**src/rtl/scramble_sequencer_pkg.sv**
```systemverilog
`default_nettype none
// +-------------------------------------------------------------------------+
// | scramble_sequencer_pkg : move codes and sequencer state encoding          |
// | Rev 1.0                                                                   |
// +-------------------------------------------------------------------------+
package scramble_sequencer_pkg;

  localparam logic [1:0] MOVE_UP    = 2'b00;
  localparam logic [1:0] MOVE_DOWN  = 2'b01;
  localparam logic [1:0] MOVE_LEFT  = 2'b10;
  localparam logic [1:0] MOVE_RIGHT = 2'b11;

  // Flipping bit 0 gives the opposite move; flipping bit 1 gives a perpendicular one.
  localparam logic [1:0] C_REVERSE_MASK = 2'b01;
  localparam logic [1:0] C_PERP_MASK    = 2'b10;

  typedef enum logic [1:0] {
    ST_IDLE  = 2'd0,
    ST_ISSUE = 2'd1,
    ST_GAP   = 2'd2,
    ST_DONE  = 2'd3
  } state_t;

endpackage
`default_nettype wire

```
**src/rtl/scramble_sequencer_move_filter.sv**
```systemverilog
`default_nettype none
// +-------------------------------------------------------------------------+
// | move_filter : replaces an exact reversal of the previous move with a      |
// | perpendicular move. Rev 1.0                                               |
// +-------------------------------------------------------------------------+
module move_filter
  import scramble_sequencer_pkg::*;
(
  input  logic [1:0] raw,
  input  logic [1:0] prev,
  input  logic       prev_valid,
  output logic [1:0] move_dir
);

  logic w_reversal;

  assign w_reversal = prev_valid && (raw == (prev ^ C_REVERSE_MASK));
  assign move_dir   = w_reversal ? (raw ^ C_PERP_MASK) : raw;

endmodule
`default_nettype wire

```
**src/rtl/scramble_sequencer.sv**
```systemverilog
`default_nettype none
// +-------------------------------------------------------------------------+
// | scramble_sequencer : splits a random word into moves and issues them      |
// | over valid/ready with a programmable gap. Rev 1.0                         |
// +-------------------------------------------------------------------------+
module scramble_sequencer
  import scramble_sequencer_pkg::*;
#(
  parameter int NUM_MOVES  = 16,
  parameter int GAP_CYCLES = 4,
  parameter int CNT_W      = 5
) (
  input  logic             clk,
  input  logic             rst_n,
  input  logic             start,
  input  logic             abort,
  input  logic [31:0]      rand_bits,
  input  logic             move_ready,
  output logic             move_valid,
  output logic [1:0]       move_dir,
  output logic             busy,
  output logic             done,
  output logic [CNT_W-1:0] moves_issued
);

  localparam int               C_GAP_W     = (GAP_CYCLES > 1) ? $clog2(GAP_CYCLES) : 1;
  localparam logic [C_GAP_W-1:0] C_GAP_LOAD = C_GAP_W'((GAP_CYCLES > 0) ? GAP_CYCLES - 1 : 0);
  localparam logic [CNT_W-1:0] C_LAST_MOVE = CNT_W'(NUM_MOVES - 1);

  state_t             r_state;
  logic [31:0]        r_shift;
  logic [C_GAP_W-1:0] r_gap_cnt;
  logic [1:0]         r_prev;
  logic               r_prev_valid;
  logic               r_move_valid;
  logic [1:0]         r_move_dir;
  logic               r_busy;
  logic               r_done;
  logic [CNT_W-1:0]   r_moves_issued;

  logic [1:0]         w_raw;
  logic [1:0]         w_prev;
  logic               w_prev_valid;
  logic [1:0]         w_next_dir;

  // move_dir is registered, so the filter sees the move about to be presented.
  always_comb begin
    w_raw        = r_shift[1:0];
    w_prev       = r_prev;
    w_prev_valid = r_prev_valid;
    case (r_state)
      ST_IDLE: begin
        w_raw        = rand_bits[1:0];
        w_prev_valid = 1'b0;
      end
      ST_ISSUE: begin
        w_raw        = r_shift[3:2];
        w_prev       = r_move_dir;
        w_prev_valid = 1'b1;
      end
      default: ;
    endcase
  end

  move_filter u_move_filter (
    .raw        (w_raw),
    .prev       (w_prev),
    .prev_valid (w_prev_valid),
    .move_dir   (w_next_dir)
  );

  always_ff @(posedge clk) begin
    if (!rst_n) begin
      r_state        <= ST_IDLE;
      r_shift        <= '0;
      r_gap_cnt      <= '0;
      r_prev         <= MOVE_UP;
      r_prev_valid   <= 1'b0;
      r_move_valid   <= 1'b0;
      r_move_dir     <= MOVE_UP;
      r_busy         <= 1'b0;
      r_done         <= 1'b0;
      r_moves_issued <= '0;
    end else begin
      r_done <= 1'b0;
      case (r_state)
        ST_IDLE: begin
          if (start) begin
            r_shift        <= rand_bits;
            r_moves_issued <= '0;
            r_prev_valid   <= 1'b0;
            r_move_valid   <= 1'b1;
            r_move_dir     <= w_next_dir;
            r_busy         <= 1'b1;
            r_state        <= ST_ISSUE;
          end
        end
        ST_ISSUE: begin
          if (abort) begin
            r_move_valid <= 1'b0;
            r_move_dir   <= MOVE_UP;
            r_busy       <= 1'b0;
            r_state      <= ST_IDLE;
          end else if (move_ready) begin
            r_shift        <= r_shift >> 2;
            r_prev         <= r_move_dir;
            r_prev_valid   <= 1'b1;
            r_moves_issued <= r_moves_issued + CNT_W'(1);
            if (r_moves_issued == C_LAST_MOVE) begin
              r_move_valid <= 1'b0;
              r_move_dir   <= MOVE_UP;
              r_done       <= 1'b1;
              r_state      <= ST_DONE;
            end else if (GAP_CYCLES == 0) begin
              r_move_dir <= w_next_dir;
            end else begin
              r_gap_cnt    <= C_GAP_LOAD;
              r_move_valid <= 1'b0;
              r_move_dir   <= MOVE_UP;
              r_state      <= ST_GAP;
            end
          end
        end
        ST_GAP: begin
          if (abort) begin
            r_busy  <= 1'b0;
            r_state <= ST_IDLE;
          end else if (r_gap_cnt == '0) begin
            r_move_valid <= 1'b1;
            r_move_dir   <= w_next_dir;
            r_state      <= ST_ISSUE;
          end else begin
            r_gap_cnt <= r_gap_cnt - C_GAP_W'(1);
          end
        end
        ST_DONE: begin
          r_busy  <= 1'b0;
          r_state <= ST_IDLE;
        end
        default: r_state <= ST_IDLE;
      endcase
    end
  end

  assign move_valid   = r_move_valid;
  assign move_dir     = r_move_dir;
  assign busy         = r_busy;
  assign done         = r_done;
  assign moves_issued = r_moves_issued;

endmodule
`default_nettype wire

```
**config.mk**
```make
export PLATFORM = sky130hd
export DESIGN_NAME = scramble_sequencer
export DESIGN_NICKNAME = d
export VERILOG_FILES = /design/src/rtl/scramble_sequencer_pkg.sv /design/src/rtl/scramble_sequencer_move_filter.sv /design/src/rtl/scramble_sequencer.sv
export SDC_FILE = /design/constraint.sdc
export NUM_CORES = 1
export LEC_CHECK = 0
export ABC_AREA = 1
export CAP_MARGIN = 15
export CORE_ASPECT_RATIO = 0.6
export CORE_MARGIN = 2
export CORE_UTILIZATION = 44
export DETAILED_ROUTE_END_ITERATION = 7
export PLACE_DENSITY = 0.78
export SLEW_MARGIN = 25
export SYNTH_ARGS = -nofsm -noshare
export SYNTH_HDL_FRONTEND = slang
export SYNTH_SLANG_ARGS = --single-unit
```
**constraint.sdc**
```tcl
create_clock -name clk -period 3.1 [get_ports clk]
set_input_delay 0.31 -clock clk [delete_from_list [all_inputs] [get_ports clk]]
set_output_delay 0.31 -clock clk [all_outputs]
set_load 0.01 [all_outputs]
```
==> impl_metrics.toml <==
[status]
status = "finished clean"

[clocking]
post-cts-setup-buffer-count = 0
cts-root-buf = "clkbuf_8"
h-tree-depth = 2
cts-hold-fix-buffers = 0
clk-insertion-delay-late_ps = 310
clock_sinks = 49
cts_buffers = 5
clk_pin_slew_ps = 100
ctsResizeCount = 0
cts_tree = "yes"
cts.path.max_buffers = 2

[floorplanning]
fp.coreArea_sq_um = 5200
io_pins = 47
start_util = 0.469
die_h_um = 61.7
die_x_um = 100
die-area_sq_um = 6180
placementRows = 20

[critical_path]
required_ps = 3300
ff2ff_setup_slack_ps = 600
startpoint = "r_state[1]"
r2r_end = "moves_issued[0]"
r2r_start = "r_state[1]"
worstSetupPathType = "reg -> reg"
critPathCapture = "moves_issued[0]"
worstPathArrival_ps = 2700
worstPathMaxFanout = 65
ff2ff_path_depth = 8
critPathLaunchType = "flop"
crit_path_end_kind = "flop"

[synthesis]
mappedNetlistNets = 366
synth_area_sq_um = 2440
ys_seq_area_frac = 0.402
synthDistinctLibCells = 28
synth_warnings = 0
synth_top_cell_area_share = 0.402
synth_area_per_cell_sq_um = 7.63
synthTopCellsByArea = "dfxtp_1 (40%), nand2_1 (15%), a31oi_1 (6.7%), o21ai_0 (4.7%), ha_1 (4.6%)"
synthCells = 320
synth.largest_area_cell = "dfxtp_1"
synth_seq_cells = 49

[timing]
max_freq_mhz = 400
hold_violations = 0
period_minus_slack_ps = 2500
rsz0062_at_grt = "false"
fin_setup_tns_ps = 0
whs_ps = 462
setup_violations = 0
worst_pin_slew_ps = 769
slew_headroom = 0.488
skew_ps = 10.5
finalCritPeriodShare = 0.806
final-max-slew-violation-count = 0

[grt]
grt_max_degree = 66
antenna_found_initial = 0
grt_pass1_wl_um = 9540
grt_pass1_vias = 1962
track_usage = 0.197
grt-ovfl-total = 0

[layout]
nNetsFinal = 402
area_delta_synth_final_pct = 22.3
n_fill_cell = 492
drive_gt1_frac = 0.0868
multi_input_area_sq_um = 1230
register_area_sq_um = 981
num_antenna_cells = 0

[power_and_ir_drop]
p_per_area_nw_per_um2 = 850
p_leak_nw = 1.16
ir_drop_mv = 0.407

[min_path]
worstHoldPathType = "reg -> reg"
hold_start = "r_shift[10]"

[route]
first_iter_violations = 206
viasPerCell = 5.35
routedWlPerCell_um = 13.7
drt-pass1-iter-count = 4
drc = 0
routed_wl_um = 5800
ant_nets = 0
vias = 2262

[placed_design]
gp_congestion = 0.905
io_buffer_count = 46
hpwl_um = 3950

[job]
maxCapViolations = 0
-- logic make-up after synthesis --
family                   Yosys count  share of synthesized area
AO/OA/AOI/OAI                     97                      0.252
buffers and inverters             39                     0.0932
adder cells (fa/ha/maj)            9                     0.0461
flip-flops                        49                      0.402
AND/OR/NAND/NOR                  126                      0.207
-- cells in the mapped netlist --
cell type  instances
buf_4              1
buf_12             2
inv_1             17
o21ai_2           11
buf_8              1
o21ai_0           23
and3b_1            1
nor2_2             1
a211oi_1           3
nand4_1            2
dfxtp_1           49
inv_4              1
nand2_1           96
nand3_1           11
buf_2              7
a31oi_2            4
buf_6              3
nand2_4            1
o211a_1            1
a31oi_1           26
o21ai_1           10
o22ai_1            1
a21oi_4            1
a21oi_1           17
nor2_1            14
ha_1               9
clkbuf_1           5
inv_2              2
-- how the worst min path moves through the flow --
stage | slack, ps | depth (start not counted) | endpoint
2_1_floorplan | 430 | 2 | r_prev[0]
5_1_grt | 490 | 2 | r_shift[4]
6_report | 460 | 2 | r_shift[8]
3_3_place_gp | 450 | 2 | r_prev[0]
3_5_place_dp | 450 | 2 | r_prev[0]
4_1_cts | 470 | 2 | r_prev[0]
-- critical path: stages, from the launching register on --
cell and delay (ps):
dfxtp_1 360, inv_1 140, ha_1 680, nand2_1 150, o21ai_2 120, nand2_4 110, inv_4 480, o21ai_0 190
o211a_1 150
-- through the flow --
step                      utilization  worst slack (ps)  power [mW]  std cells  area [sq um]
after floorplan                     -              1500        1.85        320          2440
after global placement          0.548               749        1.95        415          2850
after detailed placement        0.548               638        1.98        415          2850
after CTS                       0.574               628        2.54        423          2990
after global routing            0.574               271        2.73        423          2990
final                           0.574               600        2.54        423          2990
-- per-layer routing --
metal,share of wire,up-vias,global-route usage
met5,0,-,0
met4,0.0033,0,0.0431
met3,0.062,2,0.0503
met2,0.42,61,0.291
met1,0.51,1042,0.292
li1,-,1157,-
-- power by group --
part | switching, mW | internal [mW]
Combinational | 0.630 | 0.365
Clock | 0.229 | 0.325
Sequential | 0.141 | 0.851
-- flip-flops by register name, summed over array words and instances, names as in the netlist, 2 cells and up --
signal / cells
r_shift: 32
moves_issued: 5
move_dir: 2
r_gap_cnt: 2
r_prev: 2
r_state: 2
-- placed cells by master (no fill, tap or decap) --
| master | synthesis | routed |
|---|---|---|
| o22ai_1 | 1 | 1 |
| o21ai_1 | 10 | 10 |
| dfxtp_1 | 49 | 49 |
| clkbuf_8 | 0 | 5 |
| inv_4 | 1 | 1 |
| nor2_1 | 14 | 14 |
| clkdlybuf4s50_1 | 0 | 46 |
| bufinv_16 | 0 | 2 |
| a31oi_1 | 26 | 26 |
| o21ai_2 | 11 | 11 |
| nand2_1 | 96 | 96 |
| a211oi_1 | 3 | 3 |
| buf_4 | 1 | 2 |
| a21oi_1 | 17 | 17 |
| and3b_1 | 1 | 1 |
| o21ai_0 | 23 | 23 |
| ha_1 | 9 | 9 |
| nand3_1 | 11 | 11 |
| nand4_1 | 2 | 2 |
| a31oi_2 | 4 | 4 |
| inv_6 | 0 | 1 |
| o211a_1 | 1 | 1 |
| a21oi_4 | 1 | 1 |
| nand2_4 | 1 | 1 |
| nor2_2 | 1 | 1 |
| inv_1 | 17 | 17 |
| inv_2 | 2 | 2 |
-- layout make-up --
cell class | instances | share of cell area
clock buffer | 5 | 0.0230
multi-input combinational | 232 | 0.413
timing repair buffer | 48 | 0.159
tap | 66 | 0.0276
inverter | 20 | 0.0260
sequential | 49 | 0.328
clock inverter | 3 | 0.0230
(Power assumes the default switching activity.)
